==> config.mk <==
export PLATFORM = sky130hd
export DESIGN_NAME = region_highlighter
export DESIGN_NICKNAME = d
export VERILOG_FILES = /design/src/rtl/region_highlighter.sv
export SDC_FILE = /design/constraint.sdc
export NUM_CORES = 1
export LEC_CHECK = 0
export ABC_AREA = 1
export CAP_MARGIN = 20
export CELL_PAD_IN_SITES_DETAIL_PLACEMENT = 0
export CELL_PAD_IN_SITES_GLOBAL_PLACEMENT = 1
export CORE_MARGIN = 10
export CORE_UTILIZATION = 45
export CTS_CLUSTER_DIAMETER = 40
export DETAILED_ROUTE_END_ITERATION = 8
export GPL_TIMING_DRIVEN = 0
export PLACE_DENSITY_LB_ADDON = 0.1
export SLEW_MARGIN = 10
export SYNTH_ARGS = -nofsm -noshare
export SYNTH_HDL_FRONTEND = slang
export SYNTH_SLANG_ARGS = --single-unit
==> constraint.sdc <==
create_clock -name CLK -period 5.3 [get_ports CLK]
set_clock_uncertainty 0.2 [all_clocks]
set_input_delay 0.795 -clock CLK [delete_from_list [all_inputs] [get_ports CLK]]
set_output_delay 0.795 -clock CLK [all_outputs]
set_load 0.05 [all_outputs]
==> src/rtl/region_highlighter.sv <==
// Splits the OLED frame into equal strips and lights the strips picked by debounced switches.
// Output pixel colour is registered one cycle behind the driver's x/y coordinate.
module region_highlighter #(
  parameter int unsigned NUM_REGIONS     = 3,
  parameter int unsigned SCREEN_W        = 96,
  parameter int unsigned SCREEN_H        = 64,
  parameter int unsigned X_W             = 10,
  parameter int unsigned Y_W             = 7,
  parameter int unsigned DEBOUNCE_CYCLES = 100000,
  parameter int unsigned BLINK_PERIOD    = 6250000,
  parameter logic [15:0] FG_COLOUR       = 16'hFFFF,
  parameter logic [15:0] BG_COLOUR       = 16'h0000,
  localparam int unsigned IdxW           = (NUM_REGIONS > 1) ? $clog2(NUM_REGIONS) : 1
) (
  input  logic                   CLK,
  input  logic                   RST,
  input  logic [NUM_REGIONS-1:0] SW,
  input  logic                   ORIENT,
  input  logic                   MODE,
  input  logic                   BLINK,
  input  logic [X_W-1:0]         x,
  input  logic [Y_W-1:0]         y,
  output logic [15:0]            olede,
  output logic [NUM_REGIONS-1:0] sw_stable,
  output logic                   any_active,
  output logic [IdxW-1:0]        sel_idx
);

  localparam int unsigned CntW   = (DEBOUNCE_CYCLES > 1) ? $clog2(DEBOUNCE_CYCLES) : 1;
  localparam int unsigned BlinkW = (BLINK_PERIOD > 1) ? $clog2(BLINK_PERIOD) : 1;
  localparam logic [CntW-1:0]   DebMax   = CntW'(DEBOUNCE_CYCLES - 1);
  localparam logic [BlinkW-1:0] BlinkMax = BlinkW'(BLINK_PERIOD - 1);
  localparam int unsigned StripW = SCREEN_W / NUM_REGIONS;
  localparam int unsigned StripH = SCREEN_H / NUM_REGIONS;

  logic [NUM_REGIONS-1:0] sync1_q, sync2_q;
  logic [NUM_REGIONS-1:0] stable_q, stable_d;
  logic [CntW-1:0]        cnt_q [NUM_REGIONS];
  logic [CntW-1:0]        cnt_d [NUM_REGIONS];
  logic                   any_q, any_d;
  logic [IdxW-1:0]        sel_q, sel_d;
  logic [BlinkW-1:0]      blink_cnt_q, blink_cnt_d;
  logic                   phase_q, phase_d;
  logic [15:0]            olede_q, olede_d;
  logic [IdxW-1:0]        region_x, region_y, region;
  logic                   in_frame, lit;

  // Per-bit debounce: count while the synchronised level disagrees, commit on reaching the limit.
  always_comb begin
    stable_d = stable_q;
    for (int i = 0; i < NUM_REGIONS; i++) begin
      cnt_d[i] = '0;
      if (sync2_q[i] != stable_q[i]) begin
        if (cnt_q[i] == DebMax) begin
          stable_d[i] = ~stable_q[i];
        end else begin
          cnt_d[i] = cnt_q[i] + CntW'(1);
        end
      end
    end
  end

  always_comb begin
    any_d = |stable_q;
    sel_d = '0;
    for (int i = NUM_REGIONS - 1; i >= 0; i--) begin
      if (stable_q[i]) begin
        sel_d = IdxW'(i);
      end
    end
  end

  always_comb begin
    blink_cnt_d = blink_cnt_q + BlinkW'(1);
    phase_d     = phase_q;
    if (blink_cnt_q == BlinkMax) begin
      blink_cnt_d = '0;
      phase_d     = ~phase_q;
    end
  end

  // Strip boundaries are constants; the last strip absorbs any remainder.
  always_comb begin
    region_x = '0;
    region_y = '0;
    for (int unsigned i = 1; i < NUM_REGIONS; i++) begin
      if (x >= X_W'(i * StripW)) begin
        region_x = IdxW'(i);
      end
      if (y >= Y_W'(i * StripH)) begin
        region_y = IdxW'(i);
      end
    end
  end

  always_comb begin
    region   = ORIENT ? region_y : region_x;
    in_frame = (x < X_W'(SCREEN_W)) && (y < Y_W'(SCREEN_H));
    lit      = 1'b0;
    if (in_frame) begin
      if (MODE) begin
        lit = stable_q[region];
      end else begin
        lit = any_q && (region == sel_q);
      end
    end
    if (BLINK && !phase_q) begin
      lit = 1'b0;
    end
    olede_d = lit ? FG_COLOUR : BG_COLOUR;
  end

  always_ff @(posedge CLK) begin
    if (RST) begin
      sync1_q     <= '0;
      sync2_q     <= '0;
      stable_q    <= '0;
      any_q       <= 1'b0;
      sel_q       <= '0;
      blink_cnt_q <= '0;
      phase_q     <= 1'b1;
      olede_q     <= BG_COLOUR;
      for (int i = 0; i < NUM_REGIONS; i++) begin
        cnt_q[i] <= '0;
      end
    end else begin
      sync1_q     <= SW;
      sync2_q     <= sync1_q;
      stable_q    <= stable_d;
      any_q       <= any_d;
      sel_q       <= sel_d;
      blink_cnt_q <= blink_cnt_d;
      phase_q     <= phase_d;
      olede_q     <= olede_d;
      for (int i = 0; i < NUM_REGIONS; i++) begin
        cnt_q[i] <= cnt_d[i];
      end
    end
  end

  assign olede      = olede_q;
  assign sw_stable  = stable_q;
  assign any_active = any_q;
  assign sel_idx    = sel_q;

endmodule

# Yosys cells after proc, flatten, opt, wreduce, memory -nomap -nowiden
# Memory sizes are Yosys's and may differ from the RTL's.
# Cells that the tools add are included.
# Widths: inputs -> output; s select.
op_classes:
  n_addsub: 4
  order_cmp: 7
  n_eq_ne: 8
  n_mux: 25
  n_bitwise: 7
  reduce_logical: 11
op_table:
  columns: ["cell", "n"]
  rows:
  - ["$mux 17", 9]
  - ["$add 17x1->17 const B", 3]
  - ["$eq 17x17->1 const B", 3]
  - ["$add 23x1->23 const B", 1]
  - ["$eq 23x23->1 const B", 1]
  - ["$mux 16", 1]
  - ["$ge 10x6->1 const B", 1]
  - ["$ge 10x7->1 const B", 1]
  - ["$lt 10x7->1 const B", 1]
  - ["$mux 1", 10]
  - ["$mux 2", 4]
  - ["$ge 7x5->1 const B", 1]
  - ["$ge 7x6->1 const B", 1]
  - ["$lt 7x7->1 const B", 1]
  - ["$reduce_and 2->1", 3]
  - ["$reduce_or 3->1", 2]
  - ["$not 1->1", 4]
  - ["$reduce_or 2->1", 2]
  - ["$logic_and 1x1->1", 3]
  - ["$lt 2x3->1 const B", 1]
  - ["$ne 1x1->1", 3]
  - ["$or 1x1->1", 3]
  - ["$bmux 1 s2", 1]
  - ["$eq 2x2->1", 1]
  - ["$logic_not 1->1", 1]
word_totals:
  regBits: 52
  ram_bits: 51
  input_bits: 25
  out_inout_bits: 22
  word_cells: 74
  memories: 1
mem_list:
  columns: ["name", "words", "width", "rd", "rd_ports_with_merged_regs", "write_ports", "line", "source"]
  rows:
  - ["cnt_q", 3, 17, 3, 0, 3, "38", "logic [CntW-1:0] cnt_q [NUM_REGIONS];"]

# Depth between registers and ports, before layout
# Gate-level depths: netlist of the first run.
logic_depth:
  word_depth: 10
  depth_mapped: 14

# Least setup slack after synthesis of the first run
# Ideal clock, no wire load.
synth_path:
  path_kind: "register to output"
  startpoint: "register olede[14] (netlist name)"
  endpoint: "output olede[10]"
  t_arrival_ns: 1.159
  path_slack_ns: 3.146
  stages_incl_launch_ff: 2
  n_path_buf: 1
  cell_sequence: "dfxtp_1 -> buf_4"
synth_rtl:
  columns: ["item", "line", "source"]
  rows:
  - ["to (decl)", "23", "output logic [15:0] olede,"]

==> results of run 1 <==
-- sequential cells by signal, summed over array words and instances (netlist names) --
| signal | cells |
|---|---|
| any_active | 1 |
| blink_cnt_q | 23 |
| cnt_q | 51 |
| olede | 1 |
| phase_q | 1 |
| sel_idx | 2 |
| sw_stable | 3 |
| sync1_q | 3 |
| sync2_q | 3 |
-- layer usage --
metal,wire [um],share of wire (%),global-route usage [%]
met1,4780,53,17.7
met2,3730,42,20.4
met3,306,3.4,2.50
met4,147,1.6,5.50
met5,0,0,0
-- power by group through the flow --
stage | clock, mW | combinational, mW | sequential (mW)
after global routing | 0.518 | 0.0547 | 0.670
after CTS | 0.498 | 0.0498 | 0.669
after global placement | 0 | 0.0490 | 0.684
final | 0.476 | 0.0489 | 0.669
after floorplan | 0 | 0.0267 | 0.684
after detailed placement | 0 | 0.0494 | 0.684
-- through the flow --
step                utilization [%]  hold WS, ns  total power, mW  area [sq um]
floorplan                         -        0.188            0.710          4400
global placement               51.7        0.193            0.733          4980
detailed placement             51.7        0.193            0.734          4980
CTS                            53.8        0.206             1.22          5180
global route                   53.8        0.241             1.24          5180
finish                         53.8        0.205             1.19          5180
-- critical path, cell delays in order, from the launching register on --
cell	delay [ns]
dfxtp_1	0.61
buf_4	0.19
clkdlybuf4s50_1	0.80
-- path summary, 6_finish.rpt --
| check | endpoint | slack, ns | cells past startpoint |
|---|---|---|---|
| worst max register to register | blink_cnt_q[12] | 3.34 | 9 |
| worst min-delay path | sync2_q[2] | 0.21 | 2 |
| worst max-delay path | olede[1] | 2.35 | 2 |
| worst min register to register | sync2_q[2] | 0.21 | 2 |
-- kinds of logic after synthesis --
family,after synthesis
AOI/OAI and AO/OA,55
buffers and inverters,107
DFF,88
and+or+nand+nor,322
xor gates and xnor gates,18
adders and majority gates,4
-- cell usage after synthesis (3+ instances only) --
master	number	area (sq um)
xor2_1	11	96.3
ha_1	4	50.1
inv_2	10	37.5
a21oi_1	29	145
nor3_1	22	110
nor2_4	4	45.0
nor2_1	77	289
nor3b_1	6	45.0
dfxtp_1	88	1760
nor3b_2	4	50.1
nor3_2	4	40.0
or2_2	5	31.3
nor4_1	9	56.3
nor2_2	10	62.6
nand3_1	31	155
o21ai_0	17	85.1
or2_0	3	18.8
nand2_2	9	56.3
xnor2_1	7	61.3
nand2_1	105	394
nor3_4	5	81.3
buf_4	19	143
a31oi_1	4	25.0
inv_1	76	285
nand3_2	3	30.0
nand4_1	18	113
-- final cells by class --
cell class | count | area [sq um] | area share [%]
sequential | 88 | 1760 | 34.0
multi-input combinational | 399 | 2170 | 41.8
buffer | 21 | 151 | 2.92
clock inverter | 7 | 78.8 | 1.52
tap | 133 | 166 | 3.21
inverter | 86 | 323 | 6.23
timing repair buffer | 41 | 410 | 7.92
clock buffer | 9 | 124 | 2.39
==> flow_metrics.env, run 1 <==
export IMPL_gp_congestion=0.855
export IMPL_drv_slew=0
export IMPL_cp_required_ns=4.30
export IMPL_power_frac_comb_pct=4.1
export IMPL_clock_sinks=88
export IMPL_power_switching_uw=283
export IMPL_layout_min_cycle_time_ns=2.95
export IMPL_synth_fa_ha_area_share_pct=1.14
export IMPL_p_leak_nw=1.96
export IMPL_htreeDepth=3
export IMPL_vdd_drop_max_uv=134
export IMPL_powerDensity_mw_per_mm2=230
export IMPL_die_area_sq_mm=0.0141
export IMPL_synth_edf_count=0
export IMPL_status="complete, no violations"
export IMPL_swShare_pct=23.7
export IMPL_antenna_left=0
export IMPL_synthFlopType="dfxtp_1"
export IMPL_worstMarginPinSlew_ns=0.525
export IMPL_dpl_hpwl_mm=6.96
export IMPL_max_cap_viol_count=0
export IMPL_drive_gt1_share_pct=14.7
export IMPL_final_cell_mix="105 x nand2_1, 88 x dfxtp_1, 77 x nor2_1"
export IMPL_firstDrtPassIters=5
export IMPL_cts_hold_buf=0
export IMPL_timing_critical_path_from="olede[14]"
export IMPL_final_common_cell="nand2_1"
export IMPL_finalSetupViolations=0
export IMPL_num_io_pins=47
export IMPL_post_cts_buffers=0
export IMPL_r2r_start="blink_cnt_q[0]"
export IMPL_path_max_fanout=16
export IMPL_fp_coreArea_sq_mm=0.00964
export IMPL_synth_compound_area_share_pct=6.73
export IMPL_max_freq_mhz=339
export IMPL_drc=0
export IMPL_fin_setup_tns_ns=0
export IMPL_cellInternalPower_uw=911
export IMPL_seqPwrFrac_pct=56.0
export IMPL_grt_pass1_wl_mm=16.0
export IMPL_async_reset_ff_share_pct=0
export IMPL_ys_seq_elements=88
export IMPL_start_util_pct=45.7
export IMPL_route_vias_total=3686
export IMPL_dr_first_iter_drc_count=144
export IMPL_period_share_pct=55.7
export IMPL_clk_pin_slew_ns=0.09
export IMPL_synthXorXnorAreaFrac_pct=3.58
export IMPL_worst_ep_arrival_time_ns=1.96
export IMPL_cts_made_buffers=9
export IMPL_seq_area_frac_synth_pct=40.0
export IMPL_pre_cts_slack_ns=2.67
export IMPL_synth_area_sq_mm=0.00440
export IMPL_wl_mm=8.97
export IMPL_relSlewSlack_pct=64.9
export IMPL_yosysUniqueCellTypes=37
export IMPL_fp_dieH_um=119
export IMPL_startpoint_type="flop"
export IMPL_wl_per_cell_um=11.4
export IMPL_fin_cells=784
export IMPL_cts_tree="done"
export IMPL_grt_pass1_vias=3512
export IMPL_min_path_type="reg -> reg"
export IMPL_grt_max_degree=17
export IMPL_clockPowerShare_pct=39.9
export IMPL_fin_ws_ns=2.35
export IMPL_hold_viol=0
export IMPL_grt_ovfl_total=0
export IMPL_critical_path_class="reg -> out"
export IMPL_clockBufferDepth=2
export IMPL_synth_top_family_by_area="simple AND/OR/NAND/NOR gates"
export IMPL_fin_nets=675
export IMPL_cts_root_buf="clkbuf_8"
export IMPL_fp_dieW_um=119
export IMPL_diodes=0
export IMPL_fillerInstances=967
export IMPL_muxShareOfSynthArea_pct=0
export IMPL_antenna_found_initial=0
export IMPL_viasPerCell=4.70
export IMPL_crit_path_end_kind="output pin"
export IMPL_syn_inst=594
export IMPL_postSynthAreaPerCell_sq_um=7.41
export IMPL_min_delay_start="sync1_q[2]"
export IMPL_rsz0062_at_grt="false"
export IMPL_num_rows=36
export IMPL_portBuffers=41
export IMPL_yosys_area_share_simple_pct=37.8
export IMPL_yosys_warnings=0
export IMPL_track_usage_pct=13.2
export IMPL_cts_resized=0
export IMPL_clk_latency_ns=0.36
export IMPL_synth_nets=623
export IMPL_dp_cells=768
export IMPL_syn2layout_area_growth_pct=17.7
Note: power is estimated with default switching activity, not from simulation.
==> run 2, diff against run 1 <==
--- a/config.mk
+++ b/config.mk
@@ -10,7 +10,7 @@
 export CELL_PAD_IN_SITES_DETAIL_PLACEMENT = 0
 export CELL_PAD_IN_SITES_GLOBAL_PLACEMENT = 1
 export CORE_MARGIN = 10
-export CORE_UTILIZATION = 45
+export CORE_UTILIZATION = 37
 export CTS_CLUSTER_DIAMETER = 40
 export DETAILED_ROUTE_END_ITERATION = 8
 export GPL_TIMING_DRIVEN = 0
==> constraint.sdc (replaced) <==
create_clock -name CLK -period 2.6 [get_ports CLK]
set_clock_uncertainty 0.2 [all_clocks]
set_input_delay 0.39 -clock CLK [delete_from_list [all_inputs] [get_ports CLK]]
set_output_delay 0.39 -clock CLK [all_outputs]
set_load 0.05 [all_outputs]
==> flow_metrics.env, run 2 (same netlist as run 1, synthesis figures left out) <==
export IMPL_status="complete, no violations"
export IMPL_routed_wl_met2_mm=3.84
export IMPL_gp_congestion=0.830
export IMPL_dr_first_iter_drc_count=180
export IMPL_cts_hold_buf=0
export IMPL_clockBufferDepth=2
export IMPL_final_cell_mix="105 x nand2_1, 87 x dfxtp_1, 77 x nor2_1"
export IMPL_syn2layout_area_growth_pct=19.7
export IMPL_grt_ovfl_total=0
export IMPL_num_rows=39
export IMPL_hold_viol=0
export IMPL_htreeDepth=3
export IMPL_grt_pass1_vias=3419
export IMPL_layout_min_cycle_time_ns=2.35
export IMPL_portBuffers=41
export IMPL_pre_cts_slack_ns=0.338
export IMPL_clk_latency_ns=0.34
export IMPL_antenna_found_initial=0
export IMPL_track_usage_pct=11.9
export IMPL_reg_top3="cnt_q (51), blink_cnt_q (23)"
export IMPL_path_max_fanout=16
export IMPL_fin_setup_tns_ns=0
export IMPL_dr_max_layer_used="met4"
export IMPL_crit_path_end_kind="output pin"
export IMPL_die_area_sq_mm=0.0167
export IMPL_hold_end="sync2_q[2]"
export IMPL_drive_gt1_share_pct=14.6
export IMPL_period_share_pct=90.5
export IMPL_fillerInstances=1158
export IMPL_worst_ep_arrival_time_ns=1.76
export IMPL_antenna_left=0
export IMPL_p_leak_nw=2.01
export IMPL_r2r_slack_ns=0.61
export IMPL_drv_slew=0
export IMPL_top_register="cnt_q"
export IMPL_r2r_end="blink_cnt_q[19]"
export IMPL_largest_reg_flops=51
export IMPL_grt_pass1_wl_mm=16.2
export IMPL_grt_max_degree=17
export IMPL_wl_mm=9.42
export IMPL_fp_coreArea_sq_mm=0.0115
export IMPL_worstMarginPinSlew_ns=0.547
export IMPL_critical_path_class="reg -> out"
export IMPL_min_delay_start="sync1_q[2]"
export IMPL_fp_dieW_um=129
export IMPL_max_freq_mhz=425
export IMPL_fp_dieH_um=129
export IMPL_fin_ws_ns=0.246
export IMPL_startpoint_type="flop"
export IMPL_route_met3_wl_um=576
export IMPL_dpl_hpwl_mm=7.36
export IMPL_reg2reg_depth=9
export IMPL_cts_tree="done"
export IMPL_relSlewSlack_pct=63.4
export IMPL_cts_root_buf="clkbuf_16"
export IMPL_post_cts_buffers=0
export IMPL_final_common_cell="nand2_1"
export IMPL_start_util_pct=38.2
export IMPL_finalSetupViolations=0
export IMPL_clock_sinks=88
export IMPL_fin_nets=675
export IMPL_min_path_type="reg -> reg"
export IMPL_max_cap_viol_count=0
export IMPL_powerDensity_mw_per_mm2=513
export IMPL_drc=0
export IMPL_num_io_pins=47
export IMPL_wl_per_cell_um=11.9
export IMPL_cp_required_ns=2.01
export IMPL_hold_path_depth=2
export IMPL_wl_met1_mm=4.82
export IMPL_route_vias_total=3708
export IMPL_cts_made_buffers=9
export IMPL_clk_pin_slew_ns=0.06
export IMPL_diodes=0
export IMPL_r2r_start="blink_cnt_q[0]"
export IMPL_vdd_drop_max_uv=338
export IMPL_cts_resized=0
export IMPL_viasPerCell=4.68
export IMPL_rsz0062_at_grt="false"
export IMPL_firstDrtPassIters=7
==> run 2: stage by stage <==
stage | power [mW] | hold WS, ns | cells | area, sq um | utilization (%)
final | 2.70 | 0.203 | 792 | 5270 | 45.8
after global routing | 2.82 | 0.220 | 792 | 5270 | 45.8
after CTS | 2.75 | 0.205 | 792 | 5270 | 45.7
after detailed placement | 1.50 | 0.197 | 778 | 4990 | 43.4
after global placement | 1.50 | 0.199 | 778 | 4990 | 43.4
after floorplan | 1.45 | 0.188 | 594 | 4400 | -
==> run 2: how the worst max path moves through the flow <==
stage              start      endpoint  slack [ns]
6_report       olede[14]      olede[7]        0.25
2_1_floorplan  olede[14]     olede[10]        0.85
3_5_place_dp        x[9]     olede[14]        0.34
4_1_cts        olede[14]      olede[4]        0.03
3_3_place_gp         RST  cnt_q[0][45]        0.36
5_1_grt        olede[14]      olede[1]        0.14
==> run 2: layer usage <==
metal | track usage, % | vias to the layer above
met1 | 16.0 | 1593
li1 | - | 2013
met4 | 5.62 | 0
met2 | 17.6 | 90
met5 | 0 | -
met3 | 3.06 | 12
==> run 2: final cells by class <==
cell class | count | area (sq um) | area share, %
clock buffer | 9 | 225 | 4.27
tap | 143 | 179 | 3.40
clock inverter | 5 | 50.0 | 0.950
buffer | 21 | 151 | 2.87
sequential | 88 | 1760 | 33.5
multi-input combinational | 399 | 2170 | 41.1
inverter | 86 | 323 | 6.13
timing repair buffer | 41 | 410 | 7.79
==> run 2: critical path, cell delays in order (launching register included) <==
cell and delay [ns]:
dfxtp_2 0.47, buf_4 0.16, clkdlybuf4s50_1 0.80
==> run 2: where the power goes <==
part / leakage, nW / internal (mW) / switching, mW
Clock: 0.141 / 0.727 / 0.512
Combinational: 1.15 / 0.0485 / 0.0522
Sequential: 0.711 / 1.36 / 0.00724
==> run 3, diff against run 2 <==
--- a/config.mk
+++ b/config.mk
@@ -9,6 +9,7 @@
 export CAP_MARGIN = 20
 export CELL_PAD_IN_SITES_DETAIL_PLACEMENT = 0
 export CELL_PAD_IN_SITES_GLOBAL_PLACEMENT = 1
+export CORE_ASPECT_RATIO = 0.9
 export CORE_MARGIN = 10
 export CORE_UTILIZATION = 37
 export CTS_CLUSTER_DIAMETER = 40
==> flow_metrics.env, run 3 (same netlist as run 1, synthesis figures left out) <==
export IMPL_final_cell_mix="105 x nand2_1, 87 x dfxtp_1, 77 x nor2_1"
export IMPL_worstMarginPinSlew_ns=0.520
export IMPL_die_area_sq_mm=0.0167
export IMPL_wl_mm=9.72
export IMPL_hold_viol=0
export IMPL_fp_coreArea_sq_mm=0.0115
export IMPL_dr_first_iter_drc_count=146
export IMPL_gp_congestion=0.857
export IMPL_reg2reg_depth=9
export IMPL_wl_per_cell_um=12.1
export IMPL_diodes=0
export IMPL_r2r_start="blink_cnt_q[0]"
export IMPL_cts_made_buffers=9
export IMPL_use_met1_pct=15.8
export IMPL_use_met3_pct=4.70
export IMPL_crit_chain="buf_4 -> clkdlybuf4s50_1"
export IMPL_drv_slew=0
export IMPL_firstDrtPassIters=4
export IMPL_clk_latency_ns=0.35
export IMPL_antenna_left=0
export IMPL_num_rows=37
export IMPL_min_delay_start="sync1_q[0]"
export IMPL_r2r_end="blink_cnt_q[16]"
export IMPL_final_common_cell="nand2_1"
export IMPL_start_util_pct=38.2
export IMPL_reg_top3="cnt_q (51), blink_cnt_q (23)"
export IMPL_max_cap_viol_count=0
export IMPL_utilization_pct=46.0
export IMPL_hold_path_depth=2
export IMPL_holdWs_ns=0.201
export IMPL_dpl_hpwl_mm=7.44
export IMPL_antenna_found_initial=0
export IMPL_critical_path_class="reg -> out"
export IMPL_route_vias_total=3710
export IMPL_clock_sinks=88
export IMPL_clockBufferDepth=2
export IMPL_cts_tree="done"
export IMPL_min_path_type="reg -> reg"
export IMPL_max_freq_mhz=420
export IMPL_critical_path_slowest_cell="clkdlybuf4s50_1"
export IMPL_post_cts_buffers=0
export IMPL_relSlewSlack_pct=65.2
export IMPL_grt_ovfl_total=0
export IMPL_timing_critical_path_from="olede[14]"
export IMPL_vdd_drop_max_uv=415
export IMPL_powerDensity_mw_per_mm2=518
export IMPL_finalSetupViolations=0
export IMPL_hold_end="sync2_q[0]"
export IMPL_fillerInstances=1134
export IMPL_top_register="cnt_q"
export IMPL_worst_ep_arrival_time_ns=1.79
export IMPL_startpoint_type="flop"
export IMPL_rsz0062_at_grt="false"
export IMPL_portBuffers=41
export IMPL_layout_min_cycle_time_ns=2.38
export IMPL_crit_path_end_kind="output pin"
export IMPL_period_share_pct=91.5
export IMPL_cts_hold_buf=0
export IMPL_top_usage_layer="met2"
export IMPL_track_usage_pct=12.2
export IMPL_status="complete, no violations"
export IMPL_cts_root_buf="clkbuf_16"
export IMPL_fin_setup_tns_ns=0
export IMPL_drive_gt1_share_pct=14.6
export IMPL_use_met2_pct=18.6
export IMPL_grt_pass1_wl_mm=16.5
export IMPL_path_max_fanout=16
export IMPL_clk_pin_slew_ns=0.06
export IMPL_syn2layout_area_growth_pct=20.3
export IMPL_num_io_pins=47
export IMPL_slowest_delay_ns=0.80
export IMPL_fp_dieW_um=135
export IMPL_r2r_slack_ns=0.61
export IMPL_drc=0
export IMPL_grt_pass1_vias=3485
export IMPL_htreeDepth=3
export IMPL_cp_required_ns=2.01
export IMPL_largest_reg_flops=51
export IMPL_viasPerCell=4.60
export IMPL_fin_nets=675
export IMPL_fp_dieH_um=123
export IMPL_grt_max_degree=17
export IMPL_finalPower_mw=2.75
export IMPL_p_leak_nw=2.00
run 3: cell types whose count changed in the layout (fill, tap and decap cells not counted):
cell and delta:
clkinv_4 +1, clkbuf_1 +1, clkinvlp_4 +2, clkinv_2 -3
run 3: final cells by class:
cell class,instances,area [sq um],share of cell area (%)
Buffer,21,151,2.86
Timing Repair Buffer,41,410,7.75
Tap cell,156,195,3.68
Sequential cell,88,1760,33.3
Clock inverter,5,58.8,1.11
Inverter,86,323,6.09
Multi-Input combinational cell,399,2170,40.9
Clock buffer,10,229,4.32
run 3: power breakdown:
| part | switching, mW | leakage, nW | internal (mW) |
|---|---|---|---|
| combinational | 0.0537 | 1.15 | 0.0483 |
| sequential | 0.00702 | 0.711 | 1.36 |
| clock | 0.541 | 0.135 | 0.739 |
| total | 0.602 | 2.00 | 2.15 |
run 3: routing by layer:
metal / up-vias / share of wire, %
met3: 14 / 5.6
met5: - / 0
li1: 2004 / -
met2: 57 / 42
met4: 0 / 1.5
met1: 1635 / 51
run 3: through the flow:
stage               instances  setup slack (ns)  cell area, sq um
global route              806             0.142              5300
CTS                       806             0.180              5300
detailed placement        791             0.312              5010
global placement          791             0.344              5010
floorplan                 594             0.851              4400
finish                    806             0.220              5300
run 3: worst max path at each step:
stage,to,depth (start not counted)
2_1_floorplan,olede[10],1
3_3_place_gp,olede[14],10
3_5_place_dp,olede[14],10
4_1_cts,olede[11],2
5_1_grt,olede[11],2
6_report,olede[11],2
run 3: critical path: cells and delay by family (launching register included):
family	cells	cell delay (ns)
buffers and inverters	2	0.96
flip-flops	1	0.48
run 3: timing repair:
| action | in CTS | in global routing |
|---|---|---|
| setup endpoints to repair | 2 | 0 |
| gates resized for setup | 1 | 0 |
| hold endpoints to repair | 0 | 0 |
